$ cat src/rtl/maze_grid_controller_if.sv
// ============================================================================
// Module   : maze_grid_controller_if
// Summary  : GPIO packet input, grid read port and status bundle for the
//            maze-grid controller.
// Revision : 1.0
// ============================================================================
`default_nettype none

interface maze_grid_controller_if;
    logic [4:0] packet;
    logic       packet_valid;
    logic [1:0] rd_row;
    logic [2:0] rd_col;
    logic [1:0] rd_data;
    logic [1:0] cur_row;
    logic [2:0] cur_col;
    logic       cur_valid;
    logic       update_pulse;
    logic       error_pulse;
    logic [4:0] visited_count;
    logic       done;

    modport master (
        output packet, packet_valid, rd_row, rd_col,
        input  rd_data, cur_row, cur_col, cur_valid, update_pulse,
               error_pulse, visited_count, done
    );

    modport slave (
        input  packet, packet_valid, rd_row, rd_col,
        output rd_data, cur_row, cur_col, cur_valid, update_pulse,
               error_pulse, visited_count, done
    );
endinterface

`default_nettype wire

$ cat src/rtl/maze_grid_controller.sv
// ============================================================================
// Module   : maze_grid_controller
// Summary  : Debounces robot position packets and sequences updates to the
//            4x5 maze-grid state memory that the pixel path reads.
// Revision : 1.0
// ============================================================================
`default_nettype none

module maze_grid_controller #(
    parameter int STABLE_CYCLES = 4
) (
    input  logic                   clk,
    input  logic                   rst,
    maze_grid_controller_if.slave  bus
);

    localparam logic [1:0] c_cell_unvisited = 2'b00;
    localparam logic [1:0] c_cell_visited   = 2'b01;
    localparam logic [1:0] c_cell_current   = 2'b10;
    localparam logic [4:0] c_all_cells      = 5'd20;
    localparam logic [2:0] c_max_col        = 3'd4;
    localparam logic [7:0] c_stable_last    = 8'(STABLE_CYCLES - 1);

    typedef enum logic [2:0] {
        S_IDLE     = 3'd0,
        S_FILTER   = 3'd1,
        S_CHECK    = 3'd2,
        S_CLEAR    = 3'd3,
        S_WRITE    = 3'd4,
        S_WAIT_LOW = 3'd5
    } state_t;

    state_t     r_state;
    logic [4:0] r_pkt_meta;
    logic [4:0] r_pkt_s;
    logic       r_valid_meta;
    logic       r_valid_s;
    logic [4:0] r_lat;
    logic [7:0] r_cnt;
    logic [1:0] r_grid [4][5];
    logic [1:0] r_cur_row;
    logic [2:0] r_cur_col;
    logic       r_cur_valid;
    logic       r_update;
    logic       r_error;
    logic [4:0] r_count;
    logic [1:0] r_rd_data;

    logic [1:0] w_lat_row;
    logic [2:0] w_lat_col;

    assign w_lat_row = r_lat[1:0];
    assign w_lat_col = r_lat[4:2];

    always_ff @(posedge clk) begin
        if (rst) begin
            r_pkt_meta   <= '0;
            r_pkt_s      <= '0;
            r_valid_meta <= 1'b0;
            r_valid_s    <= 1'b0;
        end else begin
            r_pkt_meta   <= bus.packet;
            r_pkt_s      <= r_pkt_meta;
            r_valid_meta <= bus.packet_valid;
            r_valid_s    <= r_valid_meta;
        end
    end

    always_ff @(posedge clk) begin
        if (rst) begin
            r_state     <= S_IDLE;
            r_lat       <= '0;
            r_cnt       <= '0;
            r_cur_row   <= '0;
            r_cur_col   <= '0;
            r_cur_valid <= 1'b0;
            r_update    <= 1'b0;
            r_error     <= 1'b0;
            r_count     <= '0;
            for (int r = 0; r < 4; r++) begin
                for (int c = 0; c < 5; c++) begin
                    r_grid[r][c] <= c_cell_unvisited;
                end
            end
        end else begin
            r_update <= 1'b0;
            r_error  <= 1'b0;
            case (r_state)
                S_IDLE: begin
                    if (r_valid_s) begin
                        r_lat   <= r_pkt_s;
                        r_cnt   <= 8'd1;
                        r_state <= S_FILTER;
                    end
                end
                S_FILTER: begin
                    if (!r_valid_s) begin
                        r_state <= S_IDLE;
                    end else if (r_pkt_s != r_lat) begin
                        r_lat <= r_pkt_s;
                        r_cnt <= 8'd1;
                    end else begin
                        r_cnt <= r_cnt + 8'd1;
                        if (r_cnt == c_stable_last) begin
                            r_state <= S_CHECK;
                        end
                    end
                end
                S_CHECK: begin
                    if (w_lat_col > c_max_col) begin
                        r_error <= 1'b1;
                        r_state <= S_WAIT_LOW;
                    end else if (r_cur_valid && (w_lat_row == r_cur_row) &&
                                 (w_lat_col == r_cur_col)) begin
                        r_state <= S_WAIT_LOW;
                    end else if (!r_cur_valid) begin
                        r_state <= S_WRITE;
                    end else begin
                        r_state <= S_CLEAR;
                    end
                end
                S_CLEAR: begin
                    r_grid[r_cur_row][r_cur_col] <= c_cell_visited;
                    r_state <= S_WRITE;
                end
                S_WRITE: begin
                    r_grid[w_lat_row][w_lat_col] <= c_cell_current;
                    r_cur_row   <= w_lat_row;
                    r_cur_col   <= w_lat_col;
                    r_cur_valid <= 1'b1;
                    r_update    <= 1'b1;
                    // Only a never-visited cell adds to the visited total.
                    if ((r_grid[w_lat_row][w_lat_col] == c_cell_unvisited) &&
                        (r_count != c_all_cells)) begin
                        r_count <= r_count + 5'd1;
                    end
                    r_state <= S_WAIT_LOW;
                end
                S_WAIT_LOW: begin
                    if (!r_valid_s) begin
                        r_state <= S_IDLE;
                    end
                end
                default: r_state <= S_IDLE;
            endcase
        end
    end

    // Same-cycle writes are not forwarded: the old cell value is returned.
    always_ff @(posedge clk) begin
        if (rst) begin
            r_rd_data <= c_cell_unvisited;
        end else if (bus.rd_col <= c_max_col) begin
            r_rd_data <= r_grid[bus.rd_row][bus.rd_col];
        end else begin
            r_rd_data <= c_cell_unvisited;
        end
    end

    assign bus.rd_data       = r_rd_data;
    assign bus.cur_row       = r_cur_row;
    assign bus.cur_col       = r_cur_col;
    assign bus.cur_valid     = r_cur_valid;
    assign bus.update_pulse  = r_update;
    assign bus.error_pulse   = r_error;
    assign bus.visited_count = r_count;
    assign bus.done          = (r_count == c_all_cells);

endmodule

`default_nettype wire

$ cat src/flat_wrapper.sv
// flat-port wrapper written by rule: the top's interface ports become plain ports
module maze_grid_controller_flat 
#(
    parameter int STABLE_CYCLES = 4
)
  (clk, rst, bus_packet, bus_packet_valid, bus_rd_row, bus_rd_col, bus_rd_data, bus_cur_row, bus_cur_col, bus_cur_valid, bus_update_pulse, bus_error_pulse, bus_visited_count, bus_done);
  maze_grid_controller_if bus_i ();
  input  logic clk;
  input  logic rst;
  input wire logic [$bits(bus_i.packet)-1:0] bus_packet;
  input wire logic [$bits(bus_i.packet_valid)-1:0] bus_packet_valid;
  input wire logic [$bits(bus_i.rd_row)-1:0] bus_rd_row;
  input wire logic [$bits(bus_i.rd_col)-1:0] bus_rd_col;
  output wire logic [$bits(bus_i.rd_data)-1:0] bus_rd_data;
  output wire logic [$bits(bus_i.cur_row)-1:0] bus_cur_row;
  output wire logic [$bits(bus_i.cur_col)-1:0] bus_cur_col;
  output wire logic [$bits(bus_i.cur_valid)-1:0] bus_cur_valid;
  output wire logic [$bits(bus_i.update_pulse)-1:0] bus_update_pulse;
  output wire logic [$bits(bus_i.error_pulse)-1:0] bus_error_pulse;
  output wire logic [$bits(bus_i.visited_count)-1:0] bus_visited_count;
  output wire logic [$bits(bus_i.done)-1:0] bus_done;
  assign bus_i.packet = bus_packet;
  assign bus_i.packet_valid = bus_packet_valid;
  assign bus_i.rd_row = bus_rd_row;
  assign bus_i.rd_col = bus_rd_col;
  assign bus_rd_data = bus_i.rd_data;
  assign bus_cur_row = bus_i.cur_row;
  assign bus_cur_col = bus_i.cur_col;
  assign bus_cur_valid = bus_i.cur_valid;
  assign bus_update_pulse = bus_i.update_pulse;
  assign bus_error_pulse = bus_i.error_pulse;
  assign bus_visited_count = bus_i.visited_count;
  assign bus_done = bus_i.done;
  maze_grid_controller #(.STABLE_CYCLES(STABLE_CYCLES)) u_core (.clk(clk), .rst(rst), .bus(bus_i));
endmodule
$ cat config.mk
export PLATFORM = sky130hd
export DESIGN_NAME = maze_grid_controller_flat
export DESIGN_NICKNAME = d
export VERILOG_FILES = /design/src/rtl/maze_grid_controller_if.sv /design/src/rtl/maze_grid_controller.sv /design/src/flat_wrapper.sv
export SDC_FILE = /design/constraint.sdc
export NUM_CORES = 1
export LEC_CHECK = 0
export ABC_AREA = 1
export BUFFER_PORTS_ARGS = -buffer_cell sky130_fd_sc_hd__buf_2
export CORE_ASPECT_RATIO = 0.6
export CORE_MARGIN = 2
export CORE_UTILIZATION = 50
export DETAILED_ROUTE_END_ITERATION = 7
export HOLD_SLACK_MARGIN = 0.1
export PLACE_DENSITY = 0.7
export SLEW_MARGIN = 20
export SYNTH_ARGS = -nofsm -noshare
export SYNTH_HDL_FRONTEND = slang
export SYNTH_SLANG_ARGS = --single-unit
$ cat constraint.sdc
create_clock -name clk -period 1.9 [get_ports clk]
set_input_delay 0.57 -clock clk [delete_from_list [all_inputs] [get_ports clk]]
set_output_delay 0.57 -clock clk [all_outputs]
set_load 0.02 [all_outputs]
=== Word level (Yosys, flattened, before mapping) ===
Memory sizes are Yosys's and may differ from the RTL's. A register that Yosys moved wholly into a read port is not among the register bits.
Cells that the tools add are included.

* Add/subtract/negate cells: 2
* Order comparisons: 7
* Eq/ne operators: 17
* Multiplexer cells: 44
* Bitwise operators: 5
* Reductions and logical operators: 16

{| class="wikitable"
|+ Operators by type and width
! kind !! count
|-
| $mux 10 || 6
|-
| $mux 3 || 8
|-
| $mux 8 || 3
|-
| $mux 2 || 10
|-
| $reduce_or 10->1 || 2
|-
| $pmux 3 s6 || 1
|-
| $pmux 8 s2 || 1
|-
| $mux 5 || 3
|-
| $bmux 2 s3 || 2
|-
| $demux 2 s3 || 2
|-
| $ge 4x4->1 const B || 3
|-
| $not 3->4 || 3
|-
| $pmux 5 s2 || 1
|-
| $add 8x1->8 const B || 1
|-
| $eq 8x2->1 const B || 1
|-
| $lt 4x1->1 const B || 2
|-
| $reduce_and 4->1 || 2
|-
| $mux 1 || 7
|-
| $eq 3x2->1 const B || 2
|-
| $eq 3x3->1 const B || 2
|-
| $ne 2x1->1 const B || 3
|-
| $ne 3x3->1 const B || 2
|-
| $add 5x1->5 const B || 1
|-
| $eq 5x5->1 const B || 1
|-
| 16 further kinds || 22
|}

* Register bits after elaboration: 43
* RAM bits: 40
* Input port bits: 13
* Output and inout bits: 16
* Word-level logic and storage cells: 106
* Memories: 1

{| class="wikitable"
|+ Memories
! memory !! words !! bits a word !! rd ports !! clocked after Yosys merged registers in !! wr ports !! line !! text
|-
| u_core.r_grid || 4 || 10 || 2 || 1 || 4 || maze_grid_controller.sv:40 || <nowiki>logic [1:0] r_grid [4][5];</nowiki>
|}

=== Logic depth before layout (Yosys ltp) ===
* Depth after elaboration: 9
* Depth in mapped cells: 12
* Depth with buffers taken out: 12

=== Worst setup path after synthesis ===
No wires, ideal clock.

* Path type: input port to flip-flop
* From: in rst
* To: mem u_core.r_grid[1][2] in the netlist's numbering (enable)
* Library setup time: 0.313 ns
* Arrival time: 1.722 ns
* Required time: 1.587 ns
* Path slack: -0.135 ns
* Stages: 9
* Path buffers: 1
* Cells stage by stage: clkbuf_1 > inv_2 > nand2_2 > nor2_8 > nand2_2 > o21ai_4 > nor2_1 > inv_2 > o21ai_1

{| class="wikitable"
|+ RTL lines
! element !! line !! text
|-
| start: declaration || flat_wrapper.sv:9 || <nowiki>input logic rst;</nowiki>
|-
| end: declaration || maze_grid_controller.sv:40 ||
|}

==> impl_metrics.py <==
metrics = {
    "sta": {
        "fmax_mhz": 534,
        "finalHoldViolCount": 0,
        "fin_skew_ns": 0.00643,
        "grt_setup_unrepaired": "true",
        "timing.slew.headroom_pct": 71.1,
        "fin_setup_tns_ns": 0,
        "finalSetupViolCount": 0,
        "final_min_period_over_clock_period_pct": 98.5,
        "slew_viol_final": 0,
        "slew_of_the_pin_with_the_lowest_slew_margin_ns": 0.433,
        "period_minus_ws_final_ns": 1.87,
    },
    "die": {
        "design.die.area_um2": 9360,
        "die_x_um": 124,
        "rows": 26,
        "die_h_um": 75.8,
        "pin_count": 29,
        "floorplan.core_area_um2": 8430,
        "initial_core_util_pct": 50.9,
    },
    "synthesis": {
        "post-synth-top-area-cell": "sky130_fd_sc_hd__edfxtp_1",
        "post_synthesis_cell_area_um2": 4290,
        "synth_top_area_cells": "sky130_fd_sc_hd__edfxtp_1 28%, sky130_fd_sc_hd__dfxtp_1 21%, sky130_fd_sc_hd__nand2_1 8.2%",
        "netlist_instances": 554,
        "synth.yosys.seq_area_share_pct": 49.0,
        "ys.warnings.count": 0,
        "post-synth-top-count-cell": "sky130_fd_sc_hd__nand2_1",
        "synth_fp_nets": 570,
        "synth_area_per_cell_um2": 7.75,
        "synth_commonest_cells": "94 x sky130_fd_sc_hd__nand2_1, 92 x sky130_fd_sc_hd__nor2_1, 69 x sky130_fd_sc_hd__inv_1",
        "synthDominantCellAreaShare_pct": 28.0,
        "synth-main-ff-cell": "sky130_fd_sc_hd__dfxtp_1",
        "async_flop_share_pct": 0,
        "synth_cell_type_count": 35,
        "synth-seq-cells": 85,
        "edff_count_synth": 40,
    },
    "worst_setup_path": {
        "worstPathCellList": "nor2_4 > inv_2 > nor2_4 > nand2_4 > nor2_8 > nand2_4 > o21ai_4 > inv_2 > nor2_4 > inv_2 > o21ai_2",
        "critical_path.max_fanout": 5,
        "cp.required_ns": 1.96,
        "worst_setup_path_start_kind": "register",
        "worst_r2r_startpoint": "u_core.r_state[1]",
        "timing.setup.critical_path_class": "reg -> reg",
        "critical_path.startpoint": "u_core.r_state[1]",
        "worst_ep_arrival_time_ns": 1.93,
        "end_kind": "register",
        "crit_path_top_delay_cell": "sky130_fd_sc_hd__dfxtp_2",
        "worst_path_largest_cell_delay_ns": 0.33,
    },
    "pwr": {
        "totalPowerFinal_w": 0.00410,
        "p_per_area_nw_per_um2": 756,
        "irDropWorstVdd_uv": 495,
        "leakage_nw": 2.32,
    },
    "detailed_routing": {
        "detailed_router_iteration_count_before_antenna_repair": 5,
        "antenna_violating_nets_post_route": 0,
        "drt-vias-per-instance": 5.39,
        "via_count": 4072,
        "postRouteWirelength_um": 11200,
        "detailedRoute.firstIterationViolations": 356,
        "drt_drc_violations_left": 0,
        "wire_per_inst_um": 14.8,
    },
    "grt": {
        "grt_util_all_layers_pct": 25.3,
        "grt_first_pass_wirelength_um": 17400,
        "grt_start_max_net_pins": 27,
        "antenna_found_initial": 0,
        "grt_pass1_vias": 3550,
        "gr-total-overflow": 0,
    },
    "clock_tree": {
        "cts_max_level": 3,
        "clock_slew_at_the_register_clock_pins_of_the_worst_setup_and_hold_paths_ns": 0.06,
        "ctsRootBufferMaster": "sky130_fd_sc_hd__clkbuf_16",
        "cts_tree": "done",
        "cts_sinks": 85,
        "clock_latency_ns": 0.35,
        "max-clock-path-buffers": 2,
        "cts_made_buffers": 9,
    },
    "finish": {
        "area_growth_syn_to_layout_pct": 26.2,
        "num-nets-final": 654,
        "finalNonFillerCells": 755,
        "drive_gt1_share_pct": 23.8,
        "insertedDiodeCount": 0,
        "fin_util_pct": 64.3,
    },
    "placement": {
        "port_buffers": 28,
        "numPlacedInstances": 732,
        "hpwl_um": 8350,
        "place.gp.congestion": 0.935,
    },
    "worst_hold_path": {
        "worstHoldPathType": "reg -> reg",
        "timing.hold.worst.start": "u_core.r_pkt_meta[1]",
    },
    "outcome": {
        "run_status": "finished, final reports clean",
    },
    "run": {
        "maxCapViolCount": 0,
    },
}
==> logic make-up after synthesis <==
family | Yosys count | share of synthesized area [%]
buffers and inverters | 99 | 8.72
AOI/OAI and AO/OA | 92 | 12.3
and+or+nand+nor | 264 | 26.8
adders and majority gates | 3 | 0.875
DFF | 85 | 49.0
xor gates and xnor gates | 10 | 2.04
muxes | 1 | 0.233
==> final timing paths <==
kind                              end  slack, ns  cells after the start
setup reg to reg  u_core.r_grid[3][3]       0.03                     11
hold / removal      u_core.r_pkt_s[1]       0.40                      2
hold reg to reg     u_core.r_pkt_s[1]       0.40                      2
setup / recovery  u_core.r_grid[3][3]       0.03                     11
==> cell usage in the layout, fill, tap and decap left out, types with 4 or more instances in the layout <==
| master | instances |
|---|---|
| sky130_fd_sc_hd__edfxtp_1 | 40 |
| sky130_fd_sc_hd__inv_1 | 68 |
| sky130_fd_sc_hd__nand3b_1 | 4 |
| sky130_fd_sc_hd__nor3_1 | 5 |
| sky130_fd_sc_hd__dfxtp_1 | 41 |
| sky130_fd_sc_hd__dfxtp_2 | 4 |
| sky130_fd_sc_hd__nand2_1 | 88 |
| sky130_fd_sc_hd__nor2_1 | 89 |
| sky130_fd_sc_hd__nand2_2 | 7 |
| sky130_fd_sc_hd__xor2_1 | 8 |
| sky130_fd_sc_hd__a21oi_1 | 42 |
| sky130_fd_sc_hd__inv_2 | 9 |
| sky130_fd_sc_hd__buf_2 | 27 |
| sky130_fd_sc_hd__buf_4 | 61 |
| sky130_fd_sc_hd__o21ai_0 | 31 |
| sky130_fd_sc_hd__nand2_4 | 4 |
| sky130_fd_sc_hd__nand3_1 | 49 |
| sky130_fd_sc_hd__clkbuf_16 | 11 |
| sky130_fd_sc_hd__nand4_1 | 5 |
| sky130_fd_sc_hd__nor2_4 | 5 |
| sky130_fd_sc_hd__o21ai_1 | 6 |
==> timing repair <==
action                                  in CTS  in global routing
resized for setup                            7                 23
pin swaps                                    2                  9
setup buffers                                1                  6
endpoints found under the setup margin      18                 64
hold buffers                                 0                  0
==> final cells by class <==
cell class,instances,area (µm²)
Clock inverter,3,25.0
Tap cell,112,140
Multi-Input combinational cell,370,1910
Timing Repair Buffer,90,624
Fill cell,712,3010
Inverter,82,315
Sequential cell,85,2110
Clock buffer,13,293
==> sequential cells by signal (all words and copies together) (netlist names), named ones only <==
signal and count:
u_core.bus.error_pulse 1, u_core.bus.visited_count 5, u_core.r_state 3, u_core.r_valid_s 1, u_core.bus.rd_data 2, u_core.r_valid_meta 1
u_core.r_pkt_meta 5, u_core.bus.update_pulse 1, u_core.r_lat 5, u_core.r_grid 40, u_core.r_cnt 8, u_core.bus.cur_row 2
u_core.bus.cur_col 3, u_core.bus.cur_valid 1, u_core.r_pkt_s 5
==> through the flow <==
step	worst slack (ns)	hold slack [ns]	area (µm²)
after floorplan	0.000612	0.388	4320
after global placement	-0.105	0.389	4950
after detailed placement	-0.135	0.395	4950
after CTS	0.0154	0.407	5300
after global routing	-0.0520	0.414	5420
final	0.0281	0.399	5420
==> power by group <==
part	total, W	switching (W)	internal [W]	leakage [nW]
logic	0.000272	0.000177	0.0000949	1.39
clock network	0.00184	0.000751	0.00109	0.152
registers	0.00199	0.0000262	0.00196	0.780
==> worst max-delay path, delay by kind of cell (launching register included) <==
| family | cells | cell delay (ns) |
|---|---|---|
| AOI/OAI and AO/OA | 2 | 0.25 |
| buffers and inverters | 3 | 0.23 |
| DFF | 1 | 0.33 |
| and+or+nand+nor | 6 | 0.77 |
==> layer usage <==
metal  track usage [%]  share of wire [%]
met2              37.9                 43
met5                 0                  0
met3              8.01                 11
met1              35.8                 46
met4              6.57                1.3
(Power assumes the default switching activity.)
